`config.mk`:
```
export PLATFORM = sky130hd
export DESIGN_NAME = gate_input_debouncer_flat
export DESIGN_NICKNAME = d
export VERILOG_FILES = /design/src/rtl/gate_input_debouncer_pkg.sv /design/src/rtl/gate_input_debouncer_if.sv /design/src/rtl/sync_chain.sv /design/src/rtl/gate_input_debouncer.sv /design/src/flat_wrapper.sv
export SDC_FILE = /design/constraint.sdc
export NUM_CORES = 1
export LEC_CHECK = 0
export CAP_MARGIN = 5
export CORE_AREA = 2 2 39 41
export DETAILED_ROUTE_END_ITERATION = 12
export DIE_AREA = 0 0 41 43
export HOLD_SLACK_MARGIN = 0.15
export PLACE_DENSITY = 0.63
export SYNTH_ARGS = -nofsm -noshare
export SYNTH_HDL_FRONTEND = slang
export SYNTH_HIERARCHICAL = 1
export SYNTH_SLANG_ARGS = --single-unit
```
`constraint.sdc`:
```
create_clock -name clk -period 3.5 [get_ports clk]
set_clock_uncertainty 0.05 [all_clocks]
set_input_delay 0.35 -clock clk [delete_from_list [all_inputs] [get_ports clk]]
set_output_delay 0.35 -clock clk [all_outputs]
set_load 0.05 [all_outputs]
```
`src/rtl/gate_input_debouncer_pkg.sv`:
```
// Shared definitions for the input-facing gate blocks: debouncer state
// encoding and default conditioning parameters.
package gates_pkg;

    typedef enum logic [0:0] {
        STABLE = 1'b0,
        CHECK  = 1'b1
    } debounce_state_t;

    localparam int GATES_SYNC_STAGES     = 2;
    localparam int GATES_DEBOUNCE_CYCLES = 16;

endpackage : gates_pkg

```
`src/rtl/gate_input_debouncer_if.sv`:
```
// Signal bundle between the raw input source and the debounced consumer.
// The master drives the raw level; the slave (the debouncer) returns the clean level and pulses.
interface gate_input_debouncer_if;

    logic A;
    logic Y;
    logic rise;
    logic fall;
    logic stable;

    modport master (
        output A,
        input  Y,
        input  rise,
        input  fall,
        input  stable
    );

    modport slave (
        input  A,
        output Y,
        output rise,
        output fall,
        output stable
    );

endinterface : gate_input_debouncer_if

```
`src/rtl/sync_chain.sv`:
```
// Reusable multi-flop synchroniser for asynchronous single-bit inputs.
// All stages clear to 0 on asynchronous reset.
module sync_chain #(
    parameter int STAGES = 2
) (
    input  logic clk,
    input  logic rst_n,
    input  logic d,
    output logic q
);

    logic [STAGES-1:0] r_q;

    // Shift the raw level through the synchroniser stages
    always_ff @(posedge clk or negedge rst_n) begin
        if (!rst_n) begin
            r_q <= {STAGES{1'b0}};
        end else begin
            r_q <= {r_q[STAGES-2:0], d};
        end
    end

    assign q = r_q[STAGES-1];

endmodule : sync_chain

```
`src/rtl/gate_input_debouncer.sv`:
```
// Synchronises and debounces a raw input level, producing a registered clean
// level plus one-cycle rise/fall pulses for the downstream buffer gate.
module gate_input_debouncer
    import gates_pkg::*;
#(
    parameter int SYNC_STAGES     = GATES_SYNC_STAGES,
    parameter int DEBOUNCE_CYCLES = GATES_DEBOUNCE_CYCLES,
    parameter int CNT_W           = $clog2(DEBOUNCE_CYCLES + 1)
) (
    input  logic                   clk,
    input  logic                   rst_n,
    gate_input_debouncer_if.slave  bus
);

    localparam logic [CNT_W-1:0] CNT_ZERO = {CNT_W{1'b0}};
    localparam logic [CNT_W-1:0] CNT_ONE  = CNT_W'(1);
    localparam logic [CNT_W-1:0] CNT_LAST = CNT_W'(DEBOUNCE_CYCLES - 1);

    logic            w_a_sync;
    debounce_state_t r_state;
    logic [CNT_W-1:0] r_cnt;
    logic            r_y;
    logic            r_rise;
    logic            r_fall;
    logic            r_stable;

    sync_chain #(
        .STAGES (SYNC_STAGES)
    ) u_sync (
        .clk   (clk),
        .rst_n (rst_n),
        .d     (bus.A),
        .q     (w_a_sync)
    );

    // Debounce FSM: candidate level must persist DEBOUNCE_CYCLES samples to be accepted
    always_ff @(posedge clk or negedge rst_n) begin
        if (!rst_n) begin
            r_state  <= STABLE;
            r_cnt    <= CNT_ZERO;
            r_y      <= 1'b0;
            r_rise   <= 1'b0;
            r_fall   <= 1'b0;
            r_stable <= 1'b1;
        end else begin
            r_rise <= 1'b0;
            r_fall <= 1'b0;
            case (r_state)
                STABLE: begin
                    if (w_a_sync != r_y) begin
                        r_state  <= CHECK;
                        r_cnt    <= CNT_ONE;
                        r_stable <= 1'b0;
                    end else begin
                        r_cnt    <= CNT_ZERO;
                        r_stable <= 1'b1;
                    end
                end
                CHECK: begin
                    if (w_a_sync == r_y) begin
                        r_state  <= STABLE;
                        r_cnt    <= CNT_ZERO;
                        r_stable <= 1'b1;
                    end else if (r_cnt == CNT_LAST) begin
                        // Pulse polarity follows the level being left
                        r_y      <= ~r_y;
                        r_rise   <= ~r_y;
                        r_fall   <= r_y;
                        r_state  <= STABLE;
                        r_cnt    <= CNT_ZERO;
                        r_stable <= 1'b1;
                    end else begin
                        r_cnt    <= r_cnt + CNT_ONE;
                        r_stable <= 1'b0;
                    end
                end
                default: begin
                    r_state  <= STABLE;
                    r_cnt    <= CNT_ZERO;
                    r_stable <= 1'b1;
                end
            endcase
        end
    end

    assign bus.Y      = r_y;
    assign bus.rise   = r_rise;
    assign bus.fall   = r_fall;
    assign bus.stable = r_stable;

endmodule : gate_input_debouncer

```
`src/flat_wrapper.sv`:
```
// flat-port wrapper written by rule: the top's interface ports become plain ports
module gate_input_debouncer_flat import gates_pkg::*;
#(
    parameter int SYNC_STAGES     = GATES_SYNC_STAGES,
    parameter int DEBOUNCE_CYCLES = GATES_DEBOUNCE_CYCLES,
    parameter int CNT_W           = $clog2(DEBOUNCE_CYCLES + 1)
)
  (clk, rst_n, bus_A, bus_Y, bus_rise, bus_fall, bus_stable);
  gate_input_debouncer_if bus_i ();
  input  logic clk;
  input  logic rst_n;
  input wire logic [$bits(bus_i.A)-1:0] bus_A;
  output wire logic [$bits(bus_i.Y)-1:0] bus_Y;
  output wire logic [$bits(bus_i.rise)-1:0] bus_rise;
  output wire logic [$bits(bus_i.fall)-1:0] bus_fall;
  output wire logic [$bits(bus_i.stable)-1:0] bus_stable;
  assign bus_i.A = bus_A;
  assign bus_Y = bus_i.Y;
  assign bus_rise = bus_i.rise;
  assign bus_fall = bus_i.fall;
  assign bus_stable = bus_i.stable;
  gate_input_debouncer #(.SYNC_STAGES(SYNC_STAGES), .DEBOUNCE_CYCLES(DEBOUNCE_CYCLES), .CNT_W(CNT_W)) u_core (.clk(clk), .rst_n(rst_n), .bus(bus_i));
endmodule
```
==> results.json <==
{
  "min_path_cells": 0,
  "post_cts_resized": 0,
  "drcViolationCount": 0,
  "min_path_type": "reg2reg",
  "cts_buffer_depth": 2,
  "postCtsSetupBuffers": 0,
  "drv_cap": 0,
  "path_clk_slew_ns": 0.08,
  "dieHeight_microns": 43,
  "multi_input_area_sq_um": 166,
  "nNetsFinal": 48,
  "p_per_area_nw_per_um2": 463,
  "min_from": "u_core/u_sync/r_q[0]",
  "place_area_sq_um": 548,
  "synth_nets": 37,
  "worstSetupPathType": "reg2out",
  "grt_pass1_wl_microns": 1350,
  "cts_sinks": 12,
  "areaGrowthSynthToFinish_pct": 24.9,
  "worstPathCellList": "clkdlybuf4s50_1",
  "use_met2_pct": 16.9,
  "cp_slowest_cell": "clkdlybuf4s50_1",
  "first_pass_iters": 2,
  "final_cell_area_sq_um": 584,
  "hold_viol": 0,
  "cts_tree": "yes",
  "grt_pass1_vias": 292,
  "seqCellArea_sq_um": 302,
  "synth_top_cell_by_area": "dfrtp_1",
  "yosys_warnings": 6,
  "netlist_instances": 33,
  "setup_viol": 0,
  "instances_no_fill": 59,
  "path_buf_inv": 1,
  "die_area_sq_um": 1760,
  "setup_tns_ns": 0,
  "p_leak_nw": 0.263,
  "final_common_cell": "dfrtp_1",
  "synth_seq_cells": 12,
  "worstPathRequired_ns": 3.10,
  "min_to": "u_core/u_sync/r_q[1]",
  "synthDistinctLibCells": 19,
  "via_per_inst": 4.69,
  "drive_above_1_share_pct": 30.2,
  "avgSynthCellArea_sq_um": 14.2,
  "ios": 7,
  "r2r-end": "u_core/bus.Y",
  "rows": 14,
  "timing.max_slew.rel_slack_pct": 65.3,
  "synth_area_leaders": "dfrtp_1 59%, dfstp_2 5.6%, xor2_2 3.5%",
  "worst_pin_slew_ns": 0.519,
  "cts_max_level": 1,
  "critPathArrivalTime_ns": 1.59,
  "synth_top_area_share_pct": 58.8,
  "gp_congestion": 0.730,
  "start_util_pct": 33.8,
  "routedWlPerCell_microns": 12.6,
  "ys_seq_area_share_pct": 64.4,
  "grtUsageMet1_pct": 15.4,
  "ctsHoldBuffers": 0,
  "antenna_found_initial": 0,
  "drt_iter0_drc": 4,
  "num_vias": 277,
  "whs_ns": 0.318,
  "hpwl_microns": 525,
  "layout_common_cells": "11 x dfrtp_1, 6 x clkdlybuf4s50_1, 3 x clkbuf_4",
  "finalPower_mw": 0.271,
  "grt_usage_pct": 12.3,
  "finalMaxSlewViolations": 0,
  "gr-max-usage-layer": "met2",
  "totalWireLength_microns": 744,
  "worst-path-max-fanout": 1,
  "dp.cells": 55,
  "period_minus_slack_ns": 1.99,
  "rsz0062_at_grt": "false",
  "final_antenna_net_count": 0,
  "num-fill-cells": 126,
  "cts_buffers": 3,
  "fin_crit_sh_pct": 56.7,
  "ff2ff_path_depth": 4,
  "cp-end-kind": "output pin",
  "antenna_cells": 0,
  "cts-root-buf": "clkbuf_4",
  "synthesis.area_sq_um": 468,
  "grt_max_degree": 13,
  "coreArea_sq_um": 1380,
  "status": "finished, final reports clean",
  "reg2reg_from": "u_core/r_cnt[0]",
  "clock_latency_ns": 0.28,
  "utilization_pct": 42.2,
  "irDropWorstVdd_mv": 0.222,
  "die_width_microns": 41,
  "setup_ws_ns": 1.51,
  "start_kind": "flop",
  "cpPeakStageDelay_ns": 0.79,
  "io_buffers": 6,
  "place_ws_ns": 1.81,
  "fmax_mhz": 504,
  "overflow": 0,
  "cp.depth": 1,
  "path_delay_family": "buffers and inverters",
  "grtUsageMet3_pct": 4.71,
  "rrSetupSlack_ns": 2.08
}
cell usage after synthesis:
| cell | number |
|---|---|
| mux2_4 | 1 |
| nor3b_1 | 1 |
| o21ai_0 | 1 |
| nand3_1 | 2 |
| nand2_4 | 1 |
| and4_2 | 1 |
| nand2_2 | 1 |
| xnor2_1 | 1 |
| dfrtp_1 | 11 |
| xor2_1 | 1 |
| and2_2 | 2 |
| nor3_1 | 1 |
| nor2_1 | 2 |
| nor4_1 | 1 |
| nand2_1 | 2 |
| ha_1 | 1 |
| xor2_2 | 1 |
| dfstp_2 | 1 |
| and4b_4 | 1 |
cells by family (layout without fill, tap and decap cells):
group / after synthesis / after routing / share of synthesized area, %
xor gates and xnor gates: 3 / 3 / 7.22
DFF: 12 / 12 / 64.4
adders and majority gates: 1 / 1 / 2.67
AOI/OAI and AO/OA: 1 / 1 / 1.07
muxes: 1 / 1 / 3.21
and+or+nand+nor: 15 / 15 / 21.4
buffers and inverters: 0 / 10 / 0
worst max-delay path by stage:
| stage | slack, ns | end | start |
|---|---|---|---|
| 2_1_floorplan | 2.17 | u_core/bus.Y | u_core/r_cnt[0] |
| 3_3_place_gp | 1.82 | bus_stable | u_core/bus.stable |
| 3_5_place_dp | 1.81 | bus_Y | u_core/bus.Y |
| 4_1_cts | 1.50 | bus_Y | u_core/bus.Y |
| 5_1_grt | 1.45 | bus_Y | u_core/bus.Y |
| 6_report | 1.51 | bus_stable | u_core/bus.stable |
area by class of cell:
class	count	area share [%]
Clock buffer	4	6.21
Multi-Input combinational cell	21	28.5
Sequential cell	12	51.6
Tap cell	16	3.43
Timing Repair Buffer	6	10.3
routing by layer:
layer	vias to the layer above	wire, microns
met1	135	322
met5	-	0
met3	2	39
met4	0	24
met2	8	358
li1	132	-
report_power, final:
group          switching [mW]  internal, mW  total [mW]
sequential            0.00298         0.143       0.146
clock                  0.0473        0.0633       0.111
combinational         0.00804       0.00606      0.0141
total                  0.0583         0.212       0.271
registers in the layout (all words and copies together) (netlist names):
signal	count
u_core/bus.Y	1
u_core/u_sync/r_q	2
u_core/r_cnt	5
u_core/r_state	1
u_core/bus.fall	1
u_core/bus.stable	1
u_core/bus.rise	1
(Power assumes the default switching activity.)
